`src/rtl/alu_muldiv_if.sv`:
```
// rtl/alu_muldiv_if.sv - request/response bundle for the multi-cycle multiply/divide unit
// Signals:
//   start      request, sampled only when the unit is idle
//   op         0 MUL, 1 MULH, 2 MULHSU, 3 MULHU, 4 DIV, 5 DIVU, 6 REM, 7 REMU
//   operand_a  rs1 (multiplicand / dividend), captured at acceptance
//   operand_b  rs2 (multiplier / divisor), captured at acceptance
//   flush      abort any in-flight operation
//   busy       unit is not idle; pipeline must stall
//   done       one-cycle pulse, result valid
//   result     last result, held until the next done
//   zero       result == 0, updated together with result
interface alu_muldiv_if #(
    parameter int XLEN = 32
);
    logic            start;
    logic [2:0]      op;
    logic [XLEN-1:0] operand_a;
    logic [XLEN-1:0] operand_b;
    logic            flush;
    logic            busy;
    logic            done;
    logic [XLEN-1:0] result;
    logic            zero;

    modport master (
        output start, op, operand_a, operand_b, flush,
        input  busy, done, result, zero
    );

    modport slave (
        input  start, op, operand_a, operand_b, flush,
        output busy, done, result, zero
    );
endinterface

```
`src/rtl/alu_muldiv.sv`:
```
// rtl/alu_muldiv.sv - iterative RV32M multiply/divide unit (shift-add multiplier, restoring divider)
// Ports:
//   clk   rising-edge clock
//   rst   asynchronous active-high reset
//   bus   alu_muldiv_if slave: start/op/operand_a/operand_b/flush in, busy/done/result/zero out
// Operands are reduced to magnitudes at acceptance, XLEN unsigned steps run in CALC,
// and the sign of the result is restored in FIX.
module alu_muldiv #(
    parameter int XLEN  = 32,
    parameter int CNT_W = 6
) (
    input  logic         clk,
    input  logic         rst,
    alu_muldiv_if.slave  bus
);
    typedef enum logic [1:0] {IDLE, CALC, FIX, DONE} state_t;

    localparam logic [XLEN-1:0] MIN_INT = {1'b1, {(XLEN-1){1'b0}}};

    state_t          state;
    logic [CNT_W-1:0] cnt;
    logic [2:0]      op_r;
    logic            neg_res;   // product / quotient must be negated
    logic            neg_rem;   // remainder takes the dividend's sign
    logic [XLEN-1:0] hi;        // product high half / partial remainder
    logic [XLEN-1:0] lo;        // multiplier bits (shifted out) / dividend bits -> quotient
    logic [XLEN-1:0] b_r;       // multiplicand / divisor magnitude
    logic            done_r;
    logic [XLEN-1:0] result_r;
    logic            zero_r;

    // Acceptance-time decode on the live inputs
    logic            a_signed, b_signed, sa, sb;
    logic [XLEN-1:0] mag_a, mag_b;
    logic            div_zero, div_ovf;
    logic [XLEN-1:0] special_res;

    always_comb begin
        a_signed    = (bus.op == 3'd1) || (bus.op == 3'd2) || (bus.op == 3'd4) || (bus.op == 3'd6);
        b_signed    = (bus.op == 3'd1) || (bus.op == 3'd4) || (bus.op == 3'd6);
        sa          = a_signed & bus.operand_a[XLEN-1];
        sb          = b_signed & bus.operand_b[XLEN-1];
        mag_a       = sa ? -bus.operand_a : bus.operand_a;
        mag_b       = sb ? -bus.operand_b : bus.operand_b;
        div_zero    = bus.op[2] && (bus.operand_b == '0);
        div_ovf     = ((bus.op == 3'd4) || (bus.op == 3'd6)) &&
                      (bus.operand_a == MIN_INT) && (bus.operand_b == '1);
        // op[1] separates REM/REMU from DIV/DIVU
        if (div_zero)
            special_res = bus.op[1] ? bus.operand_a : '1;
        else
            special_res = bus.op[1] ? '0 : bus.operand_a;
    end

    // One iteration step for either datapath
    logic [XLEN:0]   mul_sum;
    logic [XLEN:0]   div_sh;
    logic [XLEN:0]   div_diff;

    always_comb begin
        mul_sum  = {1'b0, hi} + {1'b0, (lo[0] ? b_r : '0)};
        div_sh   = {hi, lo[XLEN-1]};
        div_diff = div_sh - {1'b0, b_r};   // bit XLEN set means the trial subtraction underflowed
    end

    // Sign correction and half selection
    logic [2*XLEN-1:0] prod_fix;
    logic [XLEN-1:0]   fix_res;

    always_comb begin
        prod_fix = neg_res ? -{hi, lo} : {hi, lo};
        case (op_r)
            3'd0:             fix_res = prod_fix[XLEN-1:0];
            3'd1, 3'd2, 3'd3: fix_res = prod_fix[2*XLEN-1:XLEN];
            3'd4, 3'd5:       fix_res = neg_res ? -lo : lo;
            default:          fix_res = neg_rem ? -hi : hi;
        endcase
    end

    always_ff @(posedge clk or posedge rst) begin
        if (rst) begin
            state    <= IDLE;
            cnt      <= '0;
            op_r     <= '0;
            neg_res  <= 1'b0;
            neg_rem  <= 1'b0;
            hi       <= '0;
            lo       <= '0;
            b_r      <= '0;
            done_r   <= 1'b0;
            result_r <= '0;
            zero_r   <= 1'b1;
        end else begin
            done_r <= 1'b0;
            case (state)
                IDLE: begin
                    if (bus.start && !bus.flush) begin
                        op_r    <= bus.op;
                        neg_res <= sa ^ sb;
                        neg_rem <= sa;
                        hi      <= '0;
                        lo      <= mag_a;
                        b_r     <= mag_b;
                        cnt     <= CNT_W'(XLEN);
                        if (div_zero || div_ovf) begin
                            result_r <= special_res;
                            zero_r   <= (special_res == '0);
                            done_r   <= 1'b1;
                            state    <= DONE;
                        end else begin
                            state <= CALC;
                        end
                    end
                end
                CALC: begin
                    if (bus.flush) begin
                        state <= IDLE;
                    end else begin
                        if (op_r[2]) begin
                            if (!div_diff[XLEN]) begin
                                hi <= div_diff[XLEN-1:0];
                                lo <= {lo[XLEN-2:0], 1'b1};
                            end else begin
                                hi <= div_sh[XLEN-1:0];
                                lo <= {lo[XLEN-2:0], 1'b0};
                            end
                        end else begin
                            hi <= mul_sum[XLEN:1];
                            lo <= {mul_sum[0], lo[XLEN-1:1]};
                        end
                        cnt <= cnt - CNT_W'(1);
                        if (cnt == CNT_W'(1))
                            state <= FIX;
                    end
                end
                FIX: begin
                    if (bus.flush) begin
                        state <= IDLE;
                    end else begin
                        result_r <= fix_res;
                        zero_r   <= (fix_res == '0);
                        done_r   <= 1'b1;
                        state    <= DONE;
                    end
                end
                DONE: state <= IDLE;
                default: state <= IDLE;
            endcase
        end
    end

    assign bus.busy   = (state != IDLE);
    assign bus.done   = done_r;
    assign bus.result = result_r;
    assign bus.zero   = zero_r;
endmodule

```
`src/flat_wrapper.sv`:
```
// flat-port wrapper written by rule: the top's interface ports become plain ports
module alu_muldiv_flat 
#(
    parameter int XLEN  = 32,
    parameter int CNT_W = 6
)
  (clk, rst, bus_start, bus_op, bus_operand_a, bus_operand_b, bus_flush, bus_busy, bus_done, bus_result, bus_zero);
  alu_muldiv_if #(.XLEN(XLEN)) bus_i ();
  input  logic clk;
  input  logic rst;
  input wire logic [$bits(bus_i.start)-1:0] bus_start;
  input wire logic [$bits(bus_i.op)-1:0] bus_op;
  input wire logic [$bits(bus_i.operand_a)-1:0] bus_operand_a;
  input wire logic [$bits(bus_i.operand_b)-1:0] bus_operand_b;
  input wire logic [$bits(bus_i.flush)-1:0] bus_flush;
  output wire logic [$bits(bus_i.busy)-1:0] bus_busy;
  output wire logic [$bits(bus_i.done)-1:0] bus_done;
  output wire logic [$bits(bus_i.result)-1:0] bus_result;
  output wire logic [$bits(bus_i.zero)-1:0] bus_zero;
  assign bus_i.start = bus_start;
  assign bus_i.op = bus_op;
  assign bus_i.operand_a = bus_operand_a;
  assign bus_i.operand_b = bus_operand_b;
  assign bus_i.flush = bus_flush;
  assign bus_busy = bus_i.busy;
  assign bus_done = bus_i.done;
  assign bus_result = bus_i.result;
  assign bus_zero = bus_i.zero;
  alu_muldiv #(.XLEN(XLEN), .CNT_W(CNT_W)) u_core (.clk(clk), .rst(rst), .bus(bus_i));
endmodule
```
`config.mk`:
```
export PLATFORM = sky130hd
export DESIGN_NAME = alu_muldiv_flat
export DESIGN_NICKNAME = d
export VERILOG_FILES = /design/src/rtl/alu_muldiv_if.sv /design/src/rtl/alu_muldiv.sv /design/src/flat_wrapper.sv
export SDC_FILE = /design/constraint.sdc
export NUM_CORES = 1
export LEC_CHECK = 0
export CAP_MARGIN = 20
export CORE_MARGIN = 3
export CORE_UTILIZATION = 45
export CTS_CLUSTER_DIAMETER = 60
export CTS_CLUSTER_SIZE = 14
export DETAILED_ROUTE_END_ITERATION = 16
export PLACE_DENSITY = 0.74
export SETUP_SLACK_MARGIN = 0.4
export SKIP_CTS_REPAIR_TIMING = 1
export SLEW_MARGIN = 20
export SYNTH_ARGS = -nofsm -noshare
export SYNTH_HDL_FRONTEND = slang
export SYNTH_SLANG_ARGS = --single-unit
```
`constraint.sdc`:
```
create_clock -name clk -period 9.82 [get_ports clk]
set_input_delay 1.964 -clock clk [delete_from_list [all_inputs] [get_ports clk]]
set_output_delay 1.964 -clock clk [all_outputs]
set_load 0.01 [all_outputs]
```
==> run summary, run 1 <==
The sequential-to-total area share from yosys stat was 0.245. Post-route clock skew: 16.6 ps. The critical path capture point type is a flop. For this block, wires on met1 add up to 21,200 um. The detail-routed net length per standard cell works out to 20.5 um. The number of nets handed over by synthesis was 2,102. The routed design could run at a clock period as short as 6360 ps.

The mean cell area of the mapped netlist is 7.47 um^2, and the worst slew margin relative to its limit is 0.347. The area growth from synthesis to layout works out to 12.7%. Path type of the worst min-delay path: reg2reg.

The routed via count is 15,324, and the post-placement cell count is 2,383. Share of power burned in the clock network: 0.115. The first global-routing pass estimated 77,200 um of wire. The clock slew at the register clock pins of the worst setup and hold paths was 60 ps; the number of filler cells placed in the layout was 3,071. For the pin with the worst max-slew slack, the measured transition is 976 ps.

The number of global-route vias before repair is 14,114, and the share of power burned in combinational logic is 0.660. In this run the remaining antenna-violating nets after routing total 0. The logs give 0.460 for the starting utilization of the core area and 4680 ps for the worst reg-to-reg setup slack. Synthesis handed over a netlist of 1,958 instances. The final routed wirelength across all metal layers was 49,500 um.

Proportion of layout cells with a drive suffix above 1: 0.0505. The synthesized design contains 0 enable-type register cells. The number of pins with negative max-slew slack in the final report is 0, and the worst voltage drop across the vdd grid is 0.231 mV. After detailed routing, the number of vias per cell comes to 6.35.

The worst hold path begins at u_core.b_r[17]. Period utilization: 0.648. The count of inserted antenna diode cells was 0. The highest layer touched by signal routing is met4. Reg-to-reg critical path endpoint: u_core.bus.zero. Setup violations remaining at the end of the flow were counted as 0.

The critical path required time was 10,190 ps; the cell-internal power was 2720 uW. The cell at the root of the clock tree was clkbuf_16. For this run, the top clock speed supported by timing is 0.157 GHz. The most common flop cell mapped by yosys was dfrtp_1. The number of different library cells in the post-synthesis netlist was 88.

Setup repair after global routing left no endpoint under its margin. TritonCTS built the clock tree. The floorplan step set the die height to 186 um. The I/O pin count came out at 106. The arrival time at the worst endpoint is 6730 ps. The width of the die was 186 um. Synthesis inferred 143 register bits.

After floorplanning, the core was sized to cover 0.0318 mm^2. For the number of hold-slack violations in the final timing report, the log shows 0. Counting along the longest clock path gives a buffer depth of 2.

The flow ran to the end, and the final reports show no timing, DRC or antenna violations. The proportion of register bits with asynchronous set or reset after synthesis is 1.00, and the sink count of the clock tree is 143. For the initial antenna violation count, the log shows 0. The total leakage power was 0.00675 uW. The estimated wirelength of the detail-placed design is 36,500 um.

The analysis attributes to net switching a power of 3020 uW. The first detailed-routing pass took 7 iterations. In the final design database the tool counted 2,112 nets. The switching power as a share of total power was 0.526. Counting instances, the worst hold path has a depth of 2. The tool flagged a number of max-cap violations equal to 0.

The tools report the total DRC errors in the routed layout as 0. For hold timing, the worst endpoint is u_core.b_r[17]. The depth of the most critical reg-to-reg path is 10, and the final standard cell count with taps included and fillers excluded is 2,414. The summed instance area of the synthesized netlist was 0.0146 mm^2.

The count of standard-cell rows was 65. Input and output buffers added on the ports amount to 105. The proportion of power drawn by flip-flops and latches came out at 0.225.

The H-tree was split into 4 levels. The die covers 0.0347 mm^2. Amount of wire on met3 after detailed routing: 4440 um. In this run the power density over the cells is 348 mW/mm^2. At the end of routability-driven placement, the weighted congestion stood at 0.977.

At the later pin of the worst-skew pair, clock insertion delay measures 440 ps. For the largest net degree at the start of global routing, the log shows 75. The detailed router finished its first iteration with 1,811 violations. The critical path is of the in2reg type.

The met2 layer wire length in the routed design is 22,600 um. The largest driver fanout on the critical path came out at 62. The startpoint class of the critical path was a primary input. The Yosys step of the flow raised 0 warnings. In this run, CTS created clock tree buffers numbering 17. Total routing resource utilization after global routing: 0.279. The total overflow left after global routing is 0. The setup TNS came out at 0 ps.

The reg-to-reg critical path startpoint was u_core.lo[12].
## layout make-up
| type | instances | area [um^2] | share of cell area |
|---|---|---|---|
| Tap cell | 435 | 544 | 0.0330 |
| Timing Repair Buffer | 131 | 1260 | 0.0764 |
| Inverter | 65 | 249 | 0.0151 |
| Clock inverter | 11 | 143 | 0.00866 |
| Sequential cell | 143 | 3580 | 0.217 |
| Clock buffer | 19 | 433 | 0.0263 |
| Multi-Input combinational cell | 1610 | 10300 | 0.623 |
## synth_stat cells, types with 17 or more instances
cell type	number	share of area
nand4_1	21	0.0090
nand2b_1	20	0.0086
maj3_1	28	0.019
nor2_1	195	0.050
xnor2_1	95	0.057
nor4_1	28	0.012
o31ai_1	26	0.013
o21ai_0	196	0.067
nand3_1	30	0.010
a21oi_1	192	0.066
xor2_1	63	0.038
ha_1	71	0.061
a21o_1	24	0.012
o211ai_1	17	0.0087
nor3_1	42	0.014
or4_1	19	0.0098
a22oi_1	19	0.0098
dfrtp_1	142	0.24
clkbuf_1	121	0.031
mux2i_1	48	0.033
or3_1	29	0.012
nand2_1	192	0.049
inv_1	63	0.016
a31oi_1	20	0.0086
## worst max-delay path by stage
stage / from / endpoint / cells after the start
after floorplan: rst / u_core.b_r[0] / 1
after global placement: bus_operand_b[1] / u_core.bus.zero / 15
after detailed placement: bus_operand_b[0] / u_core.bus.zero / 15
after CTS: bus_operand_b[0] / u_core.bus.zero / 15
after global routing: bus_operand_b[0] / u_core.bus.zero / 15
final: bus_operand_b[1] / u_core.bus.zero / 15
## sequential cells by signal (all words and copies together) (netlist names)
signal	cells
u_core.lo	32
u_core.neg_rem	1
u_core.bus.result	32
u_core.neg_res	1
u_core.hi	32
u_core.cnt	6
u_core.bus.done	1
u_core.b_r	32
u_core.op_r	3
u_core.bus.zero	1
u_core.state	2
## cell usage in the layout, fill, tap and decap left out, types with 9 or more instances in the layout
| cell type | count |
|---|---|
| nor2_1 | 194 |
| or3_1 | 29 |
| ha_1 | 71 |
| inv_1 | 61 |
| clkbuf_16 | 17 |
| or4_1 | 19 |
| nand4_1 | 21 |
| nand2b_1 | 19 |
| xor2_1 | 63 |
| o21ai_0 | 196 |
| maj3_1 | 28 |
| nor3_1 | 41 |
| nor2b_1 | 15 |
| dfrtp_1 | 141 |
| a211oi_1 | 16 |
| and3_1 | 13 |
| nand2_1 | 192 |
| o211ai_1 | 17 |
| o21bai_1 | 9 |
| o21a_1 | 11 |
| clkdlybuf4s50_1 | 105 |
| mux2i_1 | 48 |
| xnor2_1 | 95 |
| a31oi_1 | 20 |
| a221oi_1 | 9 |
| or2_2 | 16 |
| o41ai_1 | 12 |
| a21o_1 | 24 |
| o31ai_1 | 26 |
| a21oi_1 | 192 |
| nor4_1 | 28 |
| nand3_1 | 30 |
| buf_4 | 25 |
| a22oi_1 | 19 |
| o22ai_1 | 11 |
## metal layers
metal,track usage,vias up
li1,-,7135
met1,0.391,7293
met2,0.441,793
met4,0.0855,0
met5,0,-
met3,0.0482,103
## per-stage QoR
| stage | util | hold WS [ps] | setup WS, ps | instance area, um^2 | total power (uW) |
|---|---|---|---|---|---|
| after floorplan | - | 450 | 4020 | 14600 | 3810 |
| after global placement | 0.499 | 463 | 3140 | 15900 | 4850 |
| after detailed placement | 0.499 | 470 | 3050 | 15900 | 4930 |
| after CTS | 0.517 | 484 | 3490 | 16400 | 5620 |
| after global routing | 0.518 | 512 | 3170 | 16500 | 6120 |
| final | 0.518 | 479 | 3460 | 16500 | 5740 |
## worst max-delay path, stage by stage
cell and delay (ps):
clkdlybuf4s50_1 460, inv_1 100, ha_1 160, or3b_2 470, or4b_2 800, or4b_1 610
o22ai_1 300, a21oi_1 240, inv_2 80, buf_4 470, nand2_1 110, nor4bb_1 280
nand3_1 100, or4_1 410, o21ai_1 130
## power groups by stage
stage	registers [uW]	clock network, uW	logic (uW)
6_report	1290	662	3790
5_1_grt	1320	688	4110
4_1_cts	1270	665	3690
3_5_place_dp	1280	0	3650
3_3_place_gp	1270	0	3590
2_1_floorplan	1080	0	2730
## cell families after synthesis
logic type      Yosys count  synth area share
compound gates          633             0.266
xor+xnor                158            0.0947
fa+ha+maj               101            0.0827
buf+inv                 205            0.0551
flops                   143             0.245
mux                      49            0.0336
simple gates            669             0.223
Power figures use the tool's default switching activity.
==> run 2, diff against run 1 <==
- clock period: 9.82 -> 6 ns (I/O delays scaled with it)
==> run 2 against run 1 <==
Final area grew 0.61%. Sequential share of layout area shrank 0.13 points. First-iteration DRC count shrank 5.1%. Die area is the same. Total power grew 65%. Sequential power grew 61%. Non-clock buffer count grew 8. Via count grew 0.45%. Routed wire length grew 1.2%. Global-route usage grew 0.78 points. Hold slack gained 1.3 ps. Final cell count grew 0.46%. Highest routed layer unchanged.
==> run summary, run 2 (same netlist as run 1, synthesis figures left out) <==
The run finished with clean final reports. The number of hold-slack violations in the final timing report is 0. For this block, the initial DRC count from the detailed router was 1,719. No sink is reached through more buffers than the 2 on the longest clock path. In the layout the commonest cells are o21ai_0, nor2_1, nand2_1, a21oi_1, dfrtp_1.

The arrival time at the worst endpoint was 5420 ps. The critical path capture point type was a flop. Using the TritonRoute via totals, the vias-per-cell ratio works out to 6.35. The endpoint identified for the worst register-to-register timing path is u_core.bus.zero. The period utilization is 0.843. The I/O pin count was 106. The number of global-route vias before repair was 14,486; the routed via count was 15,393. Clock-pin slew was measured on the worst setup and hold paths at 60 ps. The tools report the final worst hold slack as 480 ps. The tools report the worst reg-to-reg setup slack as 1280 ps. The tools report the capture endpoint of the worst hold path as u_core.b_r[17]. The floorplan step set the die height to 186 um. The tools report the max-capacitance violation count as 0. Largest net degree at the start of global routing: 109.

The worst slew margin relative to its limit came out at 0.274. The critical path start-end classification is in2reg. The count of buffers added on input and output ports is 105.

The count of standard-cell rows is 65, and the final routed wirelength across all metal layers is 50,100 um. Setup repair after global routing left no endpoint under its margin. The pre-antenna-repair detailed-routing pass consisted of 6 iterations.

The final weighted congestion of routability-driven global placement was 0.963; the time the worst path needs with I/O delays and setup was 5060 ps. The startpoint identified for the worst register-to-register timing path is u_core.lo[12]. The die area is 0.0347 mm^2, and the worst voltage drop across the vdd grid is 0.315 mV. The run gives 1 as the initial antenna violation count. Leaving out fill and tap cells, the most frequent cell in the layout is o21ai_0. The number of pins with negative max-slew slack in the final report came out at 0.

Total leakage power: 0.00681 uW. Estimated wirelength of the detail-placed design: 36,900 um. In this run the worst path has a maximum fanout of 7.

The worst hold path belongs to the class reg2reg. The startpoint class of the critical path is a primary input. For this run the aggregate overflow at the end of global routing stands at 0. The run gives 440 ps as the clock network latency to the later pin of the worst-skew pair. In this run the horizontal extent of the chip is 186 um.

Based on the critical path, the design can be clocked at up to 0.198 GHz. The post-route clock skew was 8.66 ps. The tools report the hold path startpoint as u_core.b_r[17].

The area of the core region is 0.0318 mm^2, and the final core utilization is 0.521. Data on the critical path is required at its endpoint by 6370 ps. TritonCTS built the clock tree.

The sink count of the clock tree is 143, and the number of cells traversed by the worst hold path is 2. The count of nets left with antenna violations once routing finished came out at 0. The setup TNS is 0 ps. The area growth from synthesis to layout was 13.4%; the register area was 0.00358 mm^2.

The proportion of layout cells with a drive suffix above 1 was 0.0553; the number of buffers created by CTS was 17. The total DRC errors in the routed layout came out at 0. In this run the clock root is driven by a clkbuf_16.

The first-pass GRT wire length was 79,500 um. The starting utilization of the core area was 0.460. The detail-routed net length per standard cell is 20.7 um, and the transition at the pin with the smallest max-transition slack is 1080 ps. The most critical setup path has its startpoint at bus_operand_b[1]. The depth of the most critical reg-to-reg path came out at 11. The power density relative to cell area works out to 571 mW/mm^2. The run gives 0.0103 mm^2 as the area of the multi-input gates. In this run the number of H-tree levels came out at 4. Setup violations remaining at the end of the flow were counted as 0. For the number of filler cells placed in the layout, the log shows 3,011. For the total routing resource utilization after global routing, the log shows 0.287. The final layout contains 2,120 nets.
run 2: cell count changes in the layout (fill, tap and decap cells not counted):
cell	delta
buf_4	+7
clkinv_4	+4
diode_2	+1
o311ai_0	+1
bufinv_16	-1
clkinv_2	-3
o311ai_1	-1
buf_16	+1
clkbuf_8	+2
run 2: final cells by class:
| class | instances | share of cell area |
|---|---|---|
| multi-input combinational | 1610 | 0.619 |
| sequential | 143 | 0.216 |
| timing repair buffer | 139 | 0.0808 |
| tap | 435 | 0.0328 |
| clock buffer | 21 | 0.0278 |
| inverter | 65 | 0.0150 |
| clock inverter | 11 | 0.00800 |
| antenna | 1 | 0.000151 |
run 2: stage by stage:
stage / instances / setup WS (ps) / total power (uW) / cell area [um^2]
after global placement: 2391 / 629 / 8030 / 15900
after detailed placement: 2391 / 522 / 8150 / 15900
after floorplan: 1958 / 964 / 6230 / 14600
final: 2425 / 944 / 9460 / 16600
after CTS: 2423 / 975 / 9280 / 16500
after global routing: 2424 / 626 / 10100 / 16600
run 2: worst max path at each step:
stage               slack [ps]               to  cells past startpoint
CTS                        970  u_core.bus.zero                     14
global route               630  u_core.bus.zero                     14
finish                     940  u_core.bus.zero                     14
global placement           630  u_core.bus.zero                     14
floorplan                  960    u_core.b_r[0]                      1
detailed placement         520  u_core.bus.zero                     14
run 2: critical path, cell delays in order:
cell and delay (ps):
clkdlybuf4s50_1 470, inv_1 110, ha_1 170, or3b_2 470
or4b_2 790, or4b_1 610, o22ai_1 250, a21oi_1 240
inv_2 110, nand2_1 50, nor4bb_1 280, nand3_1 100
or4_1 430, o21ai_1 130
run 2: routing by layer:
metal  GRT usage  routed length, um
met2       0.444              22500
met3      0.0581               5050
met5           0                  0
met1       0.404              21200
met4      0.0897               1400
run 2: power by group:
group / switching (uW) / internal (uW)
clock: 455 / 638
combinational: 3820 / 2460
sequential: 697 / 1390
total: 4980 / 4490
